==> src/rtl/multicycle_controller.sv <==
`default_nettype none
// ============================================================================
// Module      : multicycle_controller
// Description : Moore main-control FSM for a multicycle RV32I datapath
//               (lw, sw, R-type, I-type ALU, beq, jal). Drives PC/IR/memory/
//               register-file enables, mux selects, ALUOp for the ALU decoder,
//               ImmSrc, an illegal-opcode flag and a retired-instruction
//               counter.
// Ports       : clk, reset            - clock, async active-high reset
//               op, zero              - opcode field, ALU zero flag
//               PCWrite..ALUOp        - datapath controls
//               ImmSrc                - immediate format (I/S/B/J)
//               illegal               - unsupported opcode seen in DECODE
//               state                 - current state (debug)
//               instret               - retired-instruction count
// Revision    : 1.0 - initial release
// ============================================================================
module multicycle_controller #(
  parameter int CNT_W = 32
) (
  input  logic             clk,
  input  logic             reset,
  input  logic [6:0]       op,
  input  logic             zero,
  output logic             PCWrite,
  output logic             AdrSrc,
  output logic             MemWrite,
  output logic             IRWrite,
  output logic             RegWrite,
  output logic [1:0]       ResultSrc,
  output logic [1:0]       ALUSrcA,
  output logic [1:0]       ALUSrcB,
  output logic [1:0]       ALUOp,
  output logic [1:0]       ImmSrc,
  output logic             illegal,
  output logic [3:0]       state,
  output logic [CNT_W-1:0] instret
);

  typedef enum logic [3:0] {
    S_FETCH    = 4'd0,
    S_DECODE   = 4'd1,
    S_MEMADR   = 4'd2,
    S_MEMREAD  = 4'd3,
    S_MEMWB    = 4'd4,
    S_MEMWRITE = 4'd5,
    S_EXECR    = 4'd6,
    S_ALUWB    = 4'd7,
    S_EXECI    = 4'd8,
    S_JAL      = 4'd9,
    S_BEQ      = 4'd10
  } state_t;

  localparam logic [6:0] c_OP_LW  = 7'b0000011;
  localparam logic [6:0] c_OP_SW  = 7'b0100011;
  localparam logic [6:0] c_OP_R   = 7'b0110011;
  localparam logic [6:0] c_OP_I   = 7'b0010011;
  localparam logic [6:0] c_OP_JAL = 7'b1101111;
  localparam logic [6:0] c_OP_BEQ = 7'b1100011;

  localparam logic [CNT_W-1:0] c_CNT_ONE = {{(CNT_W-1){1'b0}}, 1'b1};

  state_t r_state;
  state_t w_next;
  logic   w_supported;
  logic   w_retire;
  logic   w_pc_update;
  logic   w_branch;

  // --------------------------------------------------------------------------
  // Opcode classification
  // --------------------------------------------------------------------------
  always_comb begin
    w_supported = 1'b0;
    case (op)
      c_OP_LW, c_OP_SW, c_OP_R, c_OP_I, c_OP_JAL, c_OP_BEQ: w_supported = 1'b1;
      default:                                              w_supported = 1'b0;
    endcase
  end

  // --------------------------------------------------------------------------
  // Next-state logic. Codes 11-15 fall to the default arm and recover to FETCH.
  // --------------------------------------------------------------------------
  always_comb begin
    w_next = S_FETCH;
    case (r_state)
      S_FETCH:  w_next = S_DECODE;
      S_DECODE: begin
        case (op)
          c_OP_LW, c_OP_SW: w_next = S_MEMADR;
          c_OP_R:           w_next = S_EXECR;
          c_OP_I:           w_next = S_EXECI;
          c_OP_JAL:         w_next = S_JAL;
          c_OP_BEQ:         w_next = S_BEQ;
          default:          w_next = S_FETCH;
        endcase
      end
      S_MEMADR:   w_next = (op == c_OP_LW) ? S_MEMREAD : S_MEMWRITE;
      S_MEMREAD:  w_next = S_MEMWB;
      S_EXECR,
      S_EXECI,
      S_JAL:      w_next = S_ALUWB;
      S_MEMWB,
      S_MEMWRITE,
      S_ALUWB,
      S_BEQ:      w_next = S_FETCH;
      default:    w_next = S_FETCH;
    endcase
  end

  // The last state of every instruction is where it retires; BEQ retires
  // whether or not the branch is taken.
  always_comb begin
    w_retire = 1'b0;
    case (r_state)
      S_MEMWB, S_MEMWRITE, S_ALUWB, S_BEQ: w_retire = 1'b1;
      default:                             w_retire = 1'b0;
    endcase
  end

  // --------------------------------------------------------------------------
  // State register and retired-instruction counter
  // --------------------------------------------------------------------------
  always_ff @(posedge clk or posedge reset) begin
    if (reset) begin
      r_state <= S_FETCH;
      instret <= '0;
    end else begin
      r_state <= w_next;
      if (w_retire) begin
        instret <= instret + c_CNT_ONE;
      end
    end
  end

  // --------------------------------------------------------------------------
  // Moore output decode. Decoded straight from the state register so that the
  // FETCH values appear as soon as reset forces the state, and unreachable
  // codes drive all controls low.
  // --------------------------------------------------------------------------
  always_comb begin
    w_pc_update = 1'b0;
    w_branch    = 1'b0;
    AdrSrc      = 1'b0;
    MemWrite    = 1'b0;
    IRWrite     = 1'b0;
    RegWrite    = 1'b0;
    ResultSrc   = 2'b00;
    ALUSrcA     = 2'b00;
    ALUSrcB     = 2'b00;
    ALUOp       = 2'b00;
    case (r_state)
      S_FETCH: begin
        IRWrite     = 1'b1;
        ALUSrcB     = 2'b10;
        ResultSrc   = 2'b10;
        w_pc_update = 1'b1;
      end
      S_DECODE: begin
        // Precompute the branch target OldPC + imm for a possible beq
        ALUSrcA = 2'b01;
        ALUSrcB = 2'b01;
      end
      S_MEMADR: begin
        ALUSrcA = 2'b10;
        ALUSrcB = 2'b01;
      end
      S_MEMREAD: begin
        AdrSrc = 1'b1;
      end
      S_MEMWB: begin
        ResultSrc = 2'b01;
        RegWrite  = 1'b1;
      end
      S_MEMWRITE: begin
        AdrSrc   = 1'b1;
        MemWrite = 1'b1;
      end
      S_EXECR: begin
        ALUSrcA = 2'b10;
        ALUOp   = 2'b10;
      end
      S_EXECI: begin
        ALUSrcA = 2'b10;
        ALUSrcB = 2'b01;
        ALUOp   = 2'b10;
      end
      S_ALUWB: begin
        RegWrite = 1'b1;
      end
      S_JAL: begin
        // PC <= ALUOut (target from DECODE); ALU forms OldPC + 4 for rd
        ALUSrcA     = 2'b01;
        ALUSrcB     = 2'b10;
        w_pc_update = 1'b1;
      end
      S_BEQ: begin
        ALUSrcA  = 2'b10;
        ALUOp    = 2'b01;
        w_branch = 1'b1;
      end
      default: ;
    endcase
  end

  assign PCWrite = w_pc_update | (w_branch & zero);

  // Immediate format follows the opcode in every state
  always_comb begin
    ImmSrc = 2'b00;
    case (op)
      c_OP_SW:  ImmSrc = 2'b01;
      c_OP_BEQ: ImmSrc = 2'b10;
      c_OP_JAL: ImmSrc = 2'b11;
      default:  ImmSrc = 2'b00;
    endcase
  end

  assign illegal = (r_state == S_DECODE) & ~w_supported;
  assign state   = r_state;

endmodule
`default_nettype wire

==> config.mk <==
export PLATFORM = sky130hd
export DESIGN_NAME = multicycle_controller
export DESIGN_NICKNAME = d
export VERILOG_FILES = /design/src/rtl/multicycle_controller.sv
export SDC_FILE = /design/constraint.sdc
export NUM_CORES = 1
export LEC_CHECK = 0
export BUFFER_PORTS_ARGS = -buffer_cell sky130_fd_sc_hd__buf_2
export CAP_MARGIN = 15
export CORE_MARGIN = 8
export CORE_UTILIZATION = 50
export CTS_CLUSTER_SIZE = 28
export DETAILED_ROUTE_END_ITERATION = 16
export HOLD_SLACK_MARGIN = 0.08
export MAX_ROUTING_LAYER = met4
export PLACE_DENSITY = 0.81
export RECOVER_POWER = 50
export SKIP_CTS_REPAIR_TIMING = 1
export SYNTH_ARGS = -nofsm -noshare
export SYNTH_HDL_FRONTEND = slang
export SYNTH_SLANG_ARGS = --single-unit
==> constraint.sdc <==
create_clock -name clk -period 3.7 [get_ports clk]
set_clock_uncertainty 0.1 [all_clocks]
set_input_delay 0.555 -clock clk [delete_from_list [all_inputs] [get_ports clk]]
set_output_delay 0.555 -clock clk [all_outputs]
set_load 0.01 [all_outputs]
==> results of run 1 <==
[flip-flops by register name, summed over array words and instances, names as in the netlist]
signal and count:
state 4, instret 32
[cell usage in the layout, fill, tap and decap left out, types with 3 or more instances in the layout]
cell	instances
sky130_fd_sc_hd__buf_2	36
sky130_fd_sc_hd__a21oi_1	4
sky130_fd_sc_hd__dfrtp_1	36
sky130_fd_sc_hd__inv_1	5
sky130_fd_sc_hd__o21ai_0	4
sky130_fd_sc_hd__nor2_1	11
sky130_fd_sc_hd__nand3_1	12
sky130_fd_sc_hd__clkbuf_8	6
sky130_fd_sc_hd__nor3_1	8
sky130_fd_sc_hd__xnor2_1	27
sky130_fd_sc_hd__and3_1	4
sky130_fd_sc_hd__nand4_1	7
sky130_fd_sc_hd__clkbuf_1	28
sky130_fd_sc_hd__xor2_1	7
sky130_fd_sc_hd__nand2b_1	4
sky130_fd_sc_hd__and4_1	3
sky130_fd_sc_hd__nand2_1	18
[critical path: stages, from the launching register on]
cell and delay (ps):
sky130_fd_sc_hd__dfrtp_1 560, sky130_fd_sc_hd__nor2_1 250, sky130_fd_sc_hd__nand2_1 130, sky130_fd_sc_hd__a311oi_1 260
sky130_fd_sc_hd__buf_2 170
[stage by stage]
step	util [%]	area (sq um)	hold slack, ps	cells
CTS	63.6	2330	333	297
detailed placement	61.1	2240	369	289
finish	62.5	2290	298	297
floorplan	-	1890	407	185
global route	62.5	2290	381	297
global placement	61.1	2240	359	289
[power by group]
group | internal (mW) | leakage (nW) | total [mW] | switching, mW
clock network | 0.152 | 0.0455 | 0.281 | 0.129
registers | 0.418 | 0.495 | 0.475 | 0.0563
logic | 0.0993 | 0.527 | 0.220 | 0.120
total | 0.669 | 1.07 | 0.975 | 0.306
[per-layer routing]
layer	vias to the layer above	share of wire, %	global-route usage (%)
met1	764	46	17.3
met5	-	0	-
met4	0	1.1	4.72
met3	6	6.1	5.76
met2	56	47	23.3
li1	781	-	-
[final cells by class]
cell class	count	area (sq um)
Tap cell	48	60.1
Multi-Input combinational cell	138	941
Clock buffer	8	90.1
Inverter	5	18.8
Sequential cell	36	901
Fill cell	333	1370
Timing Repair Buffer	62	278
[cell families after synthesis]
kind of cell	after synthesis	share of synthesized area, %
muxes	1	0.594
adders and majority gates	1	0.660
AOI/OAI and AO/OA	21	7.99
DFF	36	47.6
xor gates and xnor gates	34	15.7
buffers and inverters	11	2.58
and+or+nand+nor	81	24.9
[worst max path at each step]
stage | to | cells after the start
after floorplan | ResultSrc[1] | 3
after detailed placement | state[1] | 5
after CTS | illegal | 4
after global placement | ImmSrc[0] | 4
final | illegal | 4
after global routing | PCWrite | 5
==> results.py, run 1 <==
metrics = {
    "outcome": {
        "run_status": "finished, final reports clean",
    },
    "logic_synthesis": {
        "synth_top_area_share_pct": 47.6,
        "flop_and_latch_count_out_of_synthesis": 36,
        "synth_top_cells_by_count": "36 x sky130_fd_sc_hd__dfrtp_1, 27 x sky130_fd_sc_hd__xnor2_1, 18 x sky130_fd_sc_hd__nand2_1, 12 x sky130_fd_sc_hd__nand3_1, 11 x sky130_fd_sc_hd__nor2_1",
        "synth.avg_cell_area_sq_um": 10.2,
        "distinct_cell_type_count_of_the_synthesized_netlist": 38,
        "post_synthesis_net_count": 196,
        "synth-seq-area-share_pct": 47.6,
        "postSynthCellCount": 185,
        "yosysMostFrequentCell": "sky130_fd_sc_hd__dfrtp_1",
        "ys_warn_count": 0,
        "synth-edff-count": 0,
        "async_flop_share_pct": 100,
        "synth.top_cells.by_area": "sky130_fd_sc_hd__dfrtp_1 48%, sky130_fd_sc_hd__xnor2_1 12%, sky130_fd_sc_hd__nand2_1 3.6%",
        "synth_top_area_cell": "sky130_fd_sc_hd__dfrtp_1",
        "synth_flop_cell": "sky130_fd_sc_hd__dfrtp_1",
        "synth_area_sq_mm": 0.00189,
    },
    "clock_network": {
        "clock_latency_ps": 280,
        "cts_made_buffers": 5,
        "worst_setup_hold_path_clk_slew_ps": 70,
        "htree_levels": 2,
        "cts.sink_count": 36,
        "cts.root.buffer_cell": "sky130_fd_sc_hd__clkbuf_8",
        "tritoncts_clock_tree": "done",
        "max-clock-path-buffers": 2,
    },
    "worst_setup_path": {
        "critPathMaxFanout": 16,
        "crit_required_ps": 3040,
        "start_kind": "flip-flop",
        "reg2regPathDepth": 5,
        "timing.rr.start": "state[3]",
        "critical_path.startpoint": "state[1]",
        "timing.setup.critical_path_class": "flip-flop to primary output",
        "worst-r2r-setup-slack_ps": 1520,
        "data_arrival_time_of_the_critical_path_ps": 1650,
        "reg2reg_to": "instret[19]",
        "worstSetupEndpointType": "primary output",
    },
    "route": {
        "vias": 1607,
        "drtPass1Iterations": 4,
        "antenna_violating_nets_post_route": 0,
        "vias_cell": 5.41,
        "drt-total-wl_um": 4260,
        "dr.first_iter.drc_count": 101,
        "routed_wire_length_per_instance_um": 14.4,
        "remaining_drc_errors": 0,
    },
    "timing": {
        "unrepaired_setup_endpoints_after_global_routing": "no",
        "final_period_minus_worst_setup_slack_ps": 2300,
        "setup_violations": 0,
        "fin_tns_setup_ps": 0,
        "post-route-worst-setup-slack_ps": 1400,
        "hold_viol": 0,
        "timing.final.crit_share_pct": 62.3,
        "final_max_slew_viol_count": 0,
        "tightest_slew_ps": 836,
        "clock.fmax_ghz": 0.434,
        "headroom_to_the_max_slew_limit_pct": 44.3,
    },
    "power": {
        "total_power_mw": 0.975,
        "p_leak_nw": 1.07,
        "vdd_ir_drop_max_uv": 251,
        "power_per_cell_area_mw_per_mm2": 426,
    },
    "grt": {
        "grt_antenna_before_repair": 0,
        "globalRouteOverflowTotal": 0,
        "grt_pass1_vias": 1571,
        "maximum_number_of_pins_on_one_net_before_global_route_repair": 22,
        "track_usage_pct": 14.9,
        "grt_pass1_wl_um": 7290,
    },
    "hold_path": {
        "hold_path.class": "input pin to async pin",
    },
    "die": {
        "io-pin-count": 62,
        "dieWidth_um": 77.6,
        "floorplan.initialDensity_pct": 51.7,
        "die_h_um": 77.6,
        "core_box_area_sq_mm": 0.00366,
        "core.rowCount": 22,
        "die_area_sq_mm": 0.00601,
    },
    "placed_design": {
        "portBuffers": 61,
        "gp_congestion": 0.814,
        "dp_hpwl_um": 3280,
        "placement.setup.worst_slack_ps": 1540,
    },
    "cells_and_area": {
        "antenna-diode-count": 0,
        "layout.nets": 259,
        "area_delta_synth_final_pct": 20.8,
        "post_route_cells_drive_above_1_share_pct": 18.9,
    },
    "job": {
        "number_of_max_cap_violations": 0,
    },
}
Note: power is estimated with default switching activity, not from simulation.
==> run 2: changes to the inputs <==
CORE_UTILIZATION = 45   (was 50)
PLACE_DENSITY = 0.77   (was 0.81)
clock period = 1.9 ns   (was 3.7 ns; I/O delays follow)
==> run 2 against run 1 <==
  * Core utilization fell by 0.74 points
  * Setup slack lost 1300 ps
  * Total power is 100% higher
  * Register-to-register slack worse by 1400 ps
  * Worst hold slack worse by 50 ps
  * Global-route usage decreased by 0.65 points
  * Combinational power increased to 2.6 times the previous value
  * Highest routed layer unchanged
==> results.py, run 2 (same netlist as run 1, synthesis figures left out) <==
metrics = {
    "die": {
        "core.rowCount": 23,
        "die_h_um": 80.9,
        "dieWidth_um": 80.9,
        "floorplan.initialDensity_pct": 47.0,
        "die_area_sq_mm": 0.00654,
        "core_box_area_sq_mm": 0.00403,
        "io-pin-count": 62,
    },
    "power": {
        "vdd_ir_drop_max_uv": 366,
        "cellInternalPower_mw": 1.34,
        "pwr-share-comb_pct": 29.4,
        "p_sw_mw": 0.643,
        "seqPwrFrac_pct": 43.7,
        "power.switching_fraction_pct": 32.5,
        "total_power_mw": 1.98,
        "power_per_cell_area_mw_per_mm2": 795,
        "pwr-share-clk_pct": 26.8,
        "p_leak_nw": 1.19,
    },
    "timing": {
        "fin_tns_setup_ps": 0,
        "tightest_slew_ps": 867,
        "headroom_to_the_max_slew_limit_pct": 42.2,
        "clock.fmax_ghz": 0.548,
        "final_max_slew_viol_count": 0,
        "setup_violations": 0,
        "final_period_minus_worst_setup_slack_ps": 1820,
        "timing.final.crit_share_pct": 96.0,
        "final.hold.worst_slack_ps": 248,
        "hold_viol": 0,
    },
    "worst_setup_path": {
        "critPathMaxFanout": 8,
        "worst-r2r-setup-slack_ps": 80,
        "crit_required_ps": 1510,
        "reg2regPathDepth": 6,
        "reg2reg_to": "instret[19]",
        "critPathCapture": "AdrSrc",
        "timing.setup.critical_path_class": "flip-flop to primary output",
        "critical_path.startpoint": "state[1]",
        "worstSetupEndpointType": "primary output",
        "start_kind": "flip-flop",
        "timing.rr.start": "state[2]",
        "data_arrival_time_of_the_critical_path_ps": 1440,
    },
    "clock_network": {
        "max-clock-path-buffers": 2,
        "cts.root.buffer_cell": "sky130_fd_sc_hd__clkbuf_8",
        "cts.sink_count": 36,
        "clock_latency_ps": 290,
        "worst_setup_hold_path_clk_slew_ps": 70,
        "tritoncts_clock_tree": "done",
        "cts_made_buffers": 5,
        "htree_levels": 2,
    },
    "route": {
        "vias_cell": 5.24,
        "remaining_drc_errors": 0,
        "drtPass1Iterations": 5,
        "drt-total-wl_um": 4530,
        "dr.first_iter.drc_count": 48,
        "antenna_violating_nets_post_route": 0,
        "routed_wire_length_per_instance_um": 14.3,
        "vias": 1660,
    },
    "cells_and_area": {
        "largest_reg_flops": 32,
        "antenna-diode-count": 0,
        "count_of_non_filler_cells_in_the_finished_layout": 317,
        "layout.nets": 277,
        "final_common_cell": "sky130_fd_sc_hd__buf_2",
        "most-common-layout-cells": "39 x sky130_fd_sc_hd__buf_2, 36 x sky130_fd_sc_hd__dfrtp_1, 27 x sky130_fd_sc_hd__xnor2_1",
        "area_delta_synth_final_pct": 31.4,
        "largest-register": "instret",
        "post_route_cells_drive_above_1_share_pct": 29.2,
        "post-route-util_pct": 61.8,
    },
    "outcome": {
        "run_status": "finished, final reports clean",
    },
    "placed_design": {
        "gp_congestion": 0.766,
        "portBuffers": 61,
        "dpl.cell_count": 302,
        "dp_hpwl_um": 3390,
    },
    "grt": {
        "grt_pass1_vias": 1605,
        "maximum_number_of_pins_on_one_net_before_global_route_repair": 37,
        "globalRouteOverflowTotal": 0,
        "track_usage_pct": 14.3,
        "grt_antenna_before_repair": 0,
        "grt_pass1_wl_um": 7290,
    },
    "hold_path": {
        "min_from": "op[4]",
        "hold_path.class": "input pin to flip-flop",
    },
    "job": {
        "number_of_max_cap_violations": 0,
    },
}
[run 2: worst min path at each step]
stage	to	slack [ps]	cells past startpoint
after global placement	instret[21]	300	3
after global routing	state[3]	260	3
after CTS	instret[18]	4	3
final	state[3]	250	3
after floorplan	instret[0]	350	1
after detailed placement	instret[18]	320	3
[run 2: critical path, cell delays in order (launching register included)]
cell	delay [ps]
sky130_fd_sc_hd__dfrtp_1	420
sky130_fd_sc_hd__buf_6	160
sky130_fd_sc_hd__buf_4	130
sky130_fd_sc_hd__xnor2_1	110
sky130_fd_sc_hd__nor3b_1	170
sky130_fd_sc_hd__buf_2	160
[run 2: area by class of cell]
class | count | area [sq um]
inverters | 5 | 18.8
clock inverters | 3 | 18.8
clock buffers | 5 | 68.8
flip-flops and latches | 36 | 901
well taps | 50 | 62.6
multi-input cells | 138 | 976
fillers | 350 | 1540
repair buffers | 80 | 443
[run 2: layer usage]
layer	share of wire (%)	wire (um)	vias to the layer above	GRT usage [%]
met4	1.7	76	0	6.96
met3	5.7	260	5	2.65
met2	49	2220	49	24.2
met5	0	0	-	-
met1	44	1970	794	15.7
li1	-	-	812	-
[run 2: power groups by stage]
stage	clock network [mW]	logic (mW)	registers [mW]
2_1_floorplan	0	0.284	0.913
6_report	0.530	0.582	0.865
4_1_cts	0.552	0.570	0.864
3_5_place_dp	0	0.568	0.878
3_3_place_gp	0	0.557	0.876
5_1_grt	0.580	0.644	0.872
[run 2: per-stage QoR]
stage,area (sq um),setup slack (ps)
finish,2490,76.2
global route,2490,-0.228
CTS,2410,-103
detailed placement,2320,38.9
global placement,2320,65.6
floorplan,1890,29.6
==> run 3: changes to the inputs <==
CORE_UTILIZATION = 35   (was 45)
PLACE_DENSITY = 0.63   (was 0.77)
==> run 3 against run 2 <==
  * Final area is 5.3% higher
  * Combinational power grew 7.6%
  * Via count increased by 1.1%
  * Global-route usage decreased by 1.9 points
  * Sequential power is 1% lower
  * Sequential share of layout area decreased by 1.8 points
  * Core utilization is 11 points lower
  * Clock power rose by 9.4%
  * Maximum frequency about the same
  * Die area up 23%
==> results.py, run 3 (same netlist as run 1, synthesis figures left out) <==
metrics = {
    "worst_setup_path": {
        "crit_path_cell_trace": "buf_6 -> nor2_4 -> o21ai_1 -> a21oi_2 -> a21o_1 -> buf_2",
        "timing.setup.critical_path_class": "flip-flop to primary output",
        "max_stage_delay_ps": 420,
        "critPathMaxFanout": 7,
        "data_arrival_time_of_the_critical_path_ps": 1440,
        "critPathCapture": "PCWrite",
        "worstSetupEndpointType": "primary output",
        "worst-r2r-setup-slack_ps": 110,
        "crit_cells": 6,
        "start_kind": "flip-flop",
        "reg2regPathDepth": 6,
        "crit_family": "flip-flops",
        "crit_required_ps": 1510,
        "crit_buf_inv": 2,
        "critical_path.startpoint": "state[1]",
        "reg2reg_to": "instret[30]",
        "timing.rr.start": "instret[4]",
        "timing.critical_path.slowest_stage_cell": "sky130_fd_sc_hd__dfrtp_1",
    },
    "grt": {
        "maximum_number_of_pins_on_one_net_before_global_route_repair": 37,
        "grt_antenna_before_repair": 0,
        "grt_pass1_vias": 1660,
        "track_usage_pct": 12.4,
        "globalRouteOverflowTotal": 0,
        "grt_pass1_wl_um": 7550,
    },
    "clock_network": {
        "cts.root.buffer_cell": "sky130_fd_sc_hd__clkbuf_8",
        "cts.sink_count": 36,
        "tritoncts_clock_tree": "done",
        "max-clock-path-buffers": 2,
        "htree_levels": 2,
        "clock_latency_ps": 280,
        "worst_setup_hold_path_clk_slew_ps": 70,
        "cts_made_buffers": 5,
    },
    "cells_and_area": {
        "area_of_combinational_cells_with_multiple_inputs_sq_um": 996,
        "count_of_non_filler_cells_in_the_finished_layout": 346,
        "area_delta_synth_final_pct": 38.4,
        "final_common_cell": "sky130_fd_sc_hd__buf_2",
        "num-fill-cells": 507,
        "antenna-diode-count": 0,
        "largest_reg_flops": 32,
        "ff_latch_area_sq_um": 901,
        "post_route_cells_drive_above_1_share_pct": 35.1,
        "layout.nets": 287,
        "finished_cell_area_sq_mm": 0.00262,
        "largest-register": "instret",
        "most-common-layout-cells": "47 x sky130_fd_sc_hd__buf_2, 36 x sky130_fd_sc_hd__dfrtp_1, 27 x sky130_fd_sc_hd__xnor2_1",
    },
    "route": {
        "remaining_drc_errors": 0,
        "dr.max_layer_used": "met4",
        "vias_cell": 4.85,
        "drtPass1Iterations": 4,
        "drt-total-wl_um": 4870,
        "antenna_violating_nets_post_route": 0,
        "met3_length_um": 287,
        "detailroute.wirelength.met2_um": 2310,
        "dr.first_iter.drc_count": 44,
        "vias": 1679,
        "routedLengthMet1_um": 2210,
        "routed_wire_length_per_instance_um": 14.1,
    },
    "timing": {
        "setup_violations": 0,
        "headroom_to_the_max_slew_limit_pct": 41.4,
        "final_max_slew_viol_count": 0,
        "final_period_minus_worst_setup_slack_ps": 1830,
        "hold_viol": 0,
        "timing.final.crit_share_pct": 96.1,
        "final.hold.worst_slack_ps": 247,
        "clock.fmax_ghz": 0.548,
        "tightest_slew_ps": 879,
    },
    "die": {
        "core.rowCount": 26,
        "die_area_sq_mm": 0.00802,
        "io-pin-count": 62,
        "dieWidth_um": 89.6,
        "floorplan.initialDensity_pct": 36.6,
        "core_box_area_sq_mm": 0.00517,
        "die_h_um": 89.6,
    },
    "placed_design": {
        "portBuffers": 61,
        "dpl.cell_count": 329,
        "gp_congestion": 0.758,
        "dp_hpwl_um": 3530,
        "detailed_place.area_sq_mm": 0.00240,
    },
    "job": {
        "number_of_max_cap_violations": 0,
    },
    "power": {
        "p_leak_nw": 1.28,
        "vdd_ir_drop_max_uv": 298,
        "power_per_cell_area_mw_per_mm2": 786,
    },
    "outcome": {
        "run_status": "finished, final reports clean",
    },
    "hold_path": {
        "hold_path.class": "input pin to flip-flop",
        "hold_depth": 3,
    },
}
[run 3: power by group]
| group | total (mW) | internal (mW) | switching [mW] |
|---|---|---|---|
| registers | 0.853 | 0.816 | 0.0377 |
| logic | 0.626 | 0.282 | 0.344 |
| clock network | 0.580 | 0.323 | 0.257 |
[run 3: metal layers]
metal,vias to the layer above,global-route usage [%]
met5,-,-
met4,0,4.53
met3,5,3.09
met2,50,20.1
met1,789,14.6
li1,835,-
[run 3: worst min-delay path by stage]
stage                  endpoint  startpoint  slack (ps)
floorplan            instret[0]       reset         350
global placement    instret[20]       reset         310
detailed placement  instret[18]       reset         310
CTS                 instret[26]       reset           6
global route           state[3]       op[4]         260
finish                 state[3]       op[4]         250
[run 3: layout make-up]
class	instances	share of cell area [%]
multi-input cells	138	38.0
flip-flops and latches	36	34.4
clock buffers	7	3.68
inverters	5	0.716
repair buffers	90	19.9
well taps	70	3.34
[run 3: tightest hold or removal path, stage by stage]
cell and delay [ps]:
sky130_fd_sc_hd__buf_2 130, sky130_fd_sc_hd__a21oi_1 120, sky130_fd_sc_hd__nor3_1 50
[run 3: metrics by stage]
step / worst slack [ps] / power [mW] / util (%) / TNS, ps
after detailed placement: 54.7 / 1.46 / 46.4 / 0
final: 74.7 / 2.06 / 50.7 / 0
after CTS: -141 / 2.05 / 48.3 / -329
after floorplan: 29.6 / 1.20 / - / 0
after global routing: -16.0 / 2.18 / 50.7 / -30.1
after global placement: 75.2 / 1.45 / 46.4 / 0
